## src/rtl/serial_subtractor.sv

```systemverilog
// serial_subtractor: bit-serial subtractor computing D = A - B - BI, LSB first,
// one full-subtractor cell per clock over WIDTH cycles, with a START/DONE
// handshake. Define SERIAL_SUB_FLAGS_EN to add the Z (zero) and V (signed
// overflow) result flags; without it those ports and their logic are absent.
module serial_subtractor #(
  parameter int WIDTH = 32
) (
  input  logic             CLK,
  input  logic             RST,
  input  logic             START,
  input  logic [WIDTH-1:0] A,
  input  logic [WIDTH-1:0] B,
  input  logic             BI,
  output logic [WIDTH-1:0] D,
  output logic             BO,
  output logic             BUSY,
  output logic             DONE
`ifdef SERIAL_SUB_FLAGS_EN
  ,
  output logic             Z,
  output logic             V
`endif
);

  localparam int CW = (WIDTH > 1) ? $clog2(WIDTH) : 1;

  typedef enum logic [1:0] {
    ST_IDLE = 2'd0,
    ST_RUN  = 2'd1,
    ST_FIN  = 2'd2
  } state_t;

  state_t           state_r;
  logic [WIDTH-1:0] a_sr_r;
  logic [WIDTH-1:0] b_sr_r;
  logic [WIDTH-1:0] res_sr_r;
  logic [WIDTH-1:0] res_next_s;
  logic [CW-1:0]    count_r;
  logic             borrow_r;
  logic             borrow_next_s;
  logic             d_bit_s;
  logic             last_s;
`ifdef SERIAL_SUB_FLAGS_EN
  logic             a_msb_r;
  logic             b_msb_r;
`endif

  // Full-subtractor cell: returns {borrow_out, difference} for a - b - c.
  function automatic logic [1:0] full_sub(input logic a, input logic b, input logic c);
    logic diff;
    logic bout;
    diff = a ^ b ^ c;
    bout = (~a & b) | (~(a ^ b) & c);
    return {bout, diff};
  endfunction

  // One subtraction step on the current LSBs, plus the result word after this step.
  always_comb begin
    {borrow_next_s, d_bit_s} = full_sub(a_sr_r[0], b_sr_r[0], borrow_r);
    res_next_s               = res_sr_r >> 1'b1;
    res_next_s[WIDTH-1]      = d_bit_s;
    last_s                   = (count_r == CW'(WIDTH - 1));
  end

  // Control FSM, operand/result shifting and registered outputs.
  always_ff @(posedge CLK) begin
    if (RST) begin
      state_r  <= ST_IDLE;
      a_sr_r   <= {WIDTH{1'b0}};
      b_sr_r   <= {WIDTH{1'b0}};
      res_sr_r <= {WIDTH{1'b0}};
      count_r  <= {CW{1'b0}};
      borrow_r <= 1'b0;
      D        <= {WIDTH{1'b0}};
      BO       <= 1'b0;
      BUSY     <= 1'b0;
      DONE     <= 1'b0;
`ifdef SERIAL_SUB_FLAGS_EN
      a_msb_r  <= 1'b0;
      b_msb_r  <= 1'b0;
      Z        <= 1'b0;
      V        <= 1'b0;
`endif
    end else begin
      case (state_r)
        ST_IDLE, ST_FIN: begin
          // DONE lasts exactly the FIN cycle; a new START may be taken here.
          DONE <= 1'b0;
          if (START) begin
            state_r  <= ST_RUN;
            BUSY     <= 1'b1;
            a_sr_r   <= A;
            b_sr_r   <= B;
            borrow_r <= BI;
            count_r  <= {CW{1'b0}};
            res_sr_r <= {WIDTH{1'b0}};
`ifdef SERIAL_SUB_FLAGS_EN
            a_msb_r  <= A[WIDTH-1];
            b_msb_r  <= B[WIDTH-1];
`endif
          end else begin
            state_r <= ST_IDLE;
            BUSY    <= 1'b0;
          end
        end
        ST_RUN: begin
          a_sr_r   <= a_sr_r >> 1'b1;
          b_sr_r   <= b_sr_r >> 1'b1;
          borrow_r <= borrow_next_s;
          res_sr_r <= res_next_s;
          if (last_s) begin
            // Publish the whole result at once so D/BO never show partial values.
            state_r <= ST_FIN;
            BUSY    <= 1'b0;
            DONE    <= 1'b1;
            D       <= res_next_s;
            BO      <= borrow_next_s;
`ifdef SERIAL_SUB_FLAGS_EN
            Z       <= (res_next_s == {WIDTH{1'b0}});
            V       <= (a_msb_r != b_msb_r) && (d_bit_s != a_msb_r);
`endif
          end else begin
            count_r <= count_r + CW'(1);
          end
        end
        default: begin
          state_r <= ST_IDLE;
          BUSY    <= 1'b0;
          DONE    <= 1'b0;
        end
      endcase
    end
  end

endmodule

```

## config.mk

```make
export PLATFORM = sky130hd
export DESIGN_NAME = serial_subtractor
export DESIGN_NICKNAME = d
export VERILOG_FILES = /design/src/rtl/serial_subtractor.sv
export SDC_FILE = /design/constraint.sdc
export NUM_CORES = 1
export LEC_CHECK = 0
export CORE_MARGIN = 1.5
export CORE_UTILIZATION = 51
export CTS_BUF_LIST = sky130_fd_sc_hd__clkbuf_16
export DETAILED_ROUTE_END_ITERATION = 8
export GPL_TIMING_DRIVEN = 0
export PLACE_DENSITY = 0.9
export SYNTH_ARGS = -nofsm -noshare
export SYNTH_HDL_FRONTEND = slang
export SYNTH_SLANG_ARGS = --single-unit
```

## constraint.sdc

```tcl
create_clock -name CLK -period 3 [get_ports CLK]
set_clock_uncertainty 0.2 [all_clocks]
set_input_delay 0.6 -clock CLK [delete_from_list [all_inputs] [get_ports CLK]]
set_output_delay 0.6 -clock CLK [all_outputs]
set_load 0.1 [all_outputs]
```

==> impl_metrics.yaml <==
status:
  outcome: "finished clean"
placement:
  place.gp.congestion: 0.8006
  portBuffers: 101
  hpwlAfterDp_um: 8754
synthesis:
  synth-simple-area-share_pct: 20.56
  syn_area_mm2: 0.005004
  synth_seq_cells: 138
  synth_nets: 627
  synth_seq_area_share_pct: 55.21
  synth_xor_area_share_pct: 0.1750
  yosysUniqueCellTypes: 35
  synth_top_family_by_area: "simple AND/OR/NAND/NOR gates"
  synth_cells: 555
  synth_fa_ha_area_share_pct: 1.150
  synth_compound_area_share_pct: 18.08
  syn_avg_cell_area_um2: 9.015
  yosysWarnings: 0
  yosys-mux-area-fraction_pct: 0
clocking:
  root_buffer: "clkbuf_16"
  ctsResizeCount: 0
  insertion_delay_ps: 410
  post-cts-setup-buffer-count: 0
  cts_max_path_buffers: 2
  cts.clk_slew.worst_paths_ps: 60
  cts_sinks: 138
  htree_levels: 4
  numCtsBuffers: 17
  tritoncts: "yes"
  cts-hold-fix-buffers: 0
routing:
  drt_first_pass_iters: 5
  route.detailed.drc: 0
  wirelength_um: 12930
  vias: 4740
  wire_per_inst_um: 15.83
  drtIter0Drc: 244
  antenna_left: 0
  viasPerCell: 5.802
floorplanning:
  core_mm2: 0.009371
  start_util_pct: 53.39
  io_pins: 103
  die_width_um: 102.1
  die_h_um: 102.1
  die_area_mm2: 0.01041
  row_count: 35
min_path:
  hold_class: "flop to flop"
power_and_ir_drop:
  powerDensity_mw_per_mm2: 676.4
  sequentialPowerShare_pct: 43.5
  p_sw_mw: 1.120
  combinationalPowerShare_pct: 10.6
  p_int_mw: 3.461
  power_frac_clock_pct: 45.9
  swShare_pct: 24.45
  vdd_drop_max_mv: 0.4317
  p_leak_nw: 2.440
  finalPower_mw: 4.581
global_routing:
  antenna_found_initial: 0
  grt_pass1_vias: 4460
  gr-usage-all-layers_pct: 25.70
  overflow: 0
  grt_first_pass_wirelength_um: 20770
  grt_max_degree: 17
sta:
  rsz0062_at_grt: "no"
  period_share_pct: 91.32
  tns_ps: 0
  clock.fmax_mhz: 365.0
  slew_headroom_pct: 34.93
  worst_pin_slew_ps: 973.1
  period_minus_slack_ps: 2740
  setup_viol: 0
  hold_viol: 0
  drv_slew: 0
setup_path:
  cp_cell_sequence: "clkdlybuf4s50_1"
  max_stage_delay_ps: 1150
  start_kind: "flop"
  cp.required_ps: 2200
  crit_slowest_cell: "clkdlybuf4s50_1"
  crit_family: "buffers and inverters"
  crit_buf_inv: 1
  critPathKind: "flop to output pin"
  crit_fanout: 2
  arrival_ps: 1940
  critPathCaptureType: "output pin"
layout:
  drive_above_1_share_pct: 7.703
  nets: 747
  diodes: 0
  syn2layout_area_growth_pct: 35.36
flow_run:
  drv_cap: 0
-- synthesized netlist by cell type (all sizes together) --
| master | count | share of area (%) |
|---|---|---|
| and3 | 2 | 0.25 |
| dfxtp | 138 | 55 |
| nor2 | 4 | 0.30 |
| or3b | 1 | 0.23 |
| a22o | 31 | 5.4 |
| nand3 | 6 | 0.60 |
| inv | 3 | 0.23 |
| nand2 | 68 | 5.1 |
| nand3b | 1 | 0.15 |
| a21oi | 39 | 3.9 |
| o21a | 1 | 0.15 |
| nor4bb | 1 | 0.20 |
| nand2b | 2 | 0.25 |
| ha | 3 | 0.75 |
| buf | 25 | 2.3 |
| fa | 1 | 0.40 |
| and2b | 1 | 0.15 |
| a211oi | 2 | 0.40 |
| nor3b | 1 | 0.15 |
| and3b | 1 | 0.18 |
| or3 | 1 | 0.13 |
| nor2b | 1 | 0.13 |
| clkbuf | 30 | 2.3 |
| nor3 | 125 | 13 |
| xnor2 | 1 | 0.18 |
| or2b | 1 | 0.15 |
| a31oi | 1 | 0.13 |
| o22ai | 61 | 7.6 |
| o221ai | 1 | 0.18 |
| o21ai | 1 | 0.10 |
| a2111oi | 1 | 0.18 |
-- per-stage QoR --
step / cell area (um^2) / util, % / cells / setup slack (ps) / hold slack, ps
2_1_floorplan: 5004 / - / 555 / 876.9 / 231.6
3_3_place_gp: 6176 / 65.90 / 785 / 640.9 / 244.1
3_5_place_dp: 6176 / 65.90 / 785 / 563.7 / 246.4
4_1_cts: 6773 / 72.27 / 817 / 257.6 / 254.0
5_1_grt: 6773 / 72.27 / 817 / 217.5 / 262.3
6_report: 6773 / 72.27 / 817 / 260.4 / 253.2
-- logic make-up after synthesis --
logic type	Yosys count
fa+ha+maj	4
xor+xnor	1
compound gates	138
simple gates	216
flops	138
buf+inv	58
-- power by group through the flow --
stage	Sequential (mW)	Clock [mW]	Combinational [mW]
2_1_floorplan	2.02	0	0.296
3_3_place_gp	2.02	0	0.447
3_5_place_dp	2.02	0	0.468
4_1_cts	1.99	2.11	0.479
5_1_grt	2.00	2.21	0.524
6_report	1.99	2.11	0.485
-- cell type report --
| type | count | area, um^2 |
|---|---|---|
| buffer | 55 | 230.2 |
| clock buffer | 17 | 425.4 |
| clock inverter | 15 | 171.4 |
| fill | 688 | 2599 |
| inverter | 3 | 11.26 |
| multi-input combinational | 359 | 1999 |
| sequential | 138 | 2763 |
| tap | 129 | 161.4 |
| timing repair buffer | 101 | 1011 |
-- state kept, by name, summed over array words and instances (netlist names) --
signal    flops
count_r       5
state_r       2
DONE          1
BUSY          1
b_sr_r       32
BO            1
D            32
res_sr_r     31
borrow_r      1
a_sr_r       32
-- worst min-delay path, delay by kind of cell (launching register included) --
family	cells	cell delay (ps)
AO/OA/AOI/OAI	1	50
flip-flops	1	310
AND/OR/NAND/NOR	1	50
-- placed cells by master, fill, tap and decap left out, types with 2 or more instances in the layout --
master           synthesis  routed
clkbuf_16                0      17
clkinvlp_4               0       3
and3_1                   2       2
dfxtp_1                138     138
nor3_1                 124     124
clkinv_2                 0       4
clkbuf_1                29      29
bufinv_16                0       3
o22ai_1                 61      61
buf_1                    7       7
buf_2                   18      18
a21oi_1                 39      39
nor2_1                   4       4
ha_1                     3       3
nand3_1                  6       6
inv_6                    0       4
clkdlybuf4s50_1          0     101
nand2b_1                 2       2
a22o_1                  31      31
inv_1                    3       4
nand2_1                 68      68
-- layer usage --
layer  up-vias  GRT usage, %  wire (um)
met2       219         43.45       6390
met5         -             0          0
met3        21         8.140       1035
met4         0         10.75        199
li1       2271             -          -
met1      2229         30.18       5307
-- worst paths after layout --
kind                   start  endpoint  slack (ps)  depth (start not counted)
setup / recovery          BO        BO         260                          1
hold / removal         D[16]     D[16]         250                          2
setup reg to reg  count_r[0]      D[7]         660                          8
hold reg to reg        D[16]     D[16]         250                          2
Note: power is estimated with default switching activity, not from simulation.
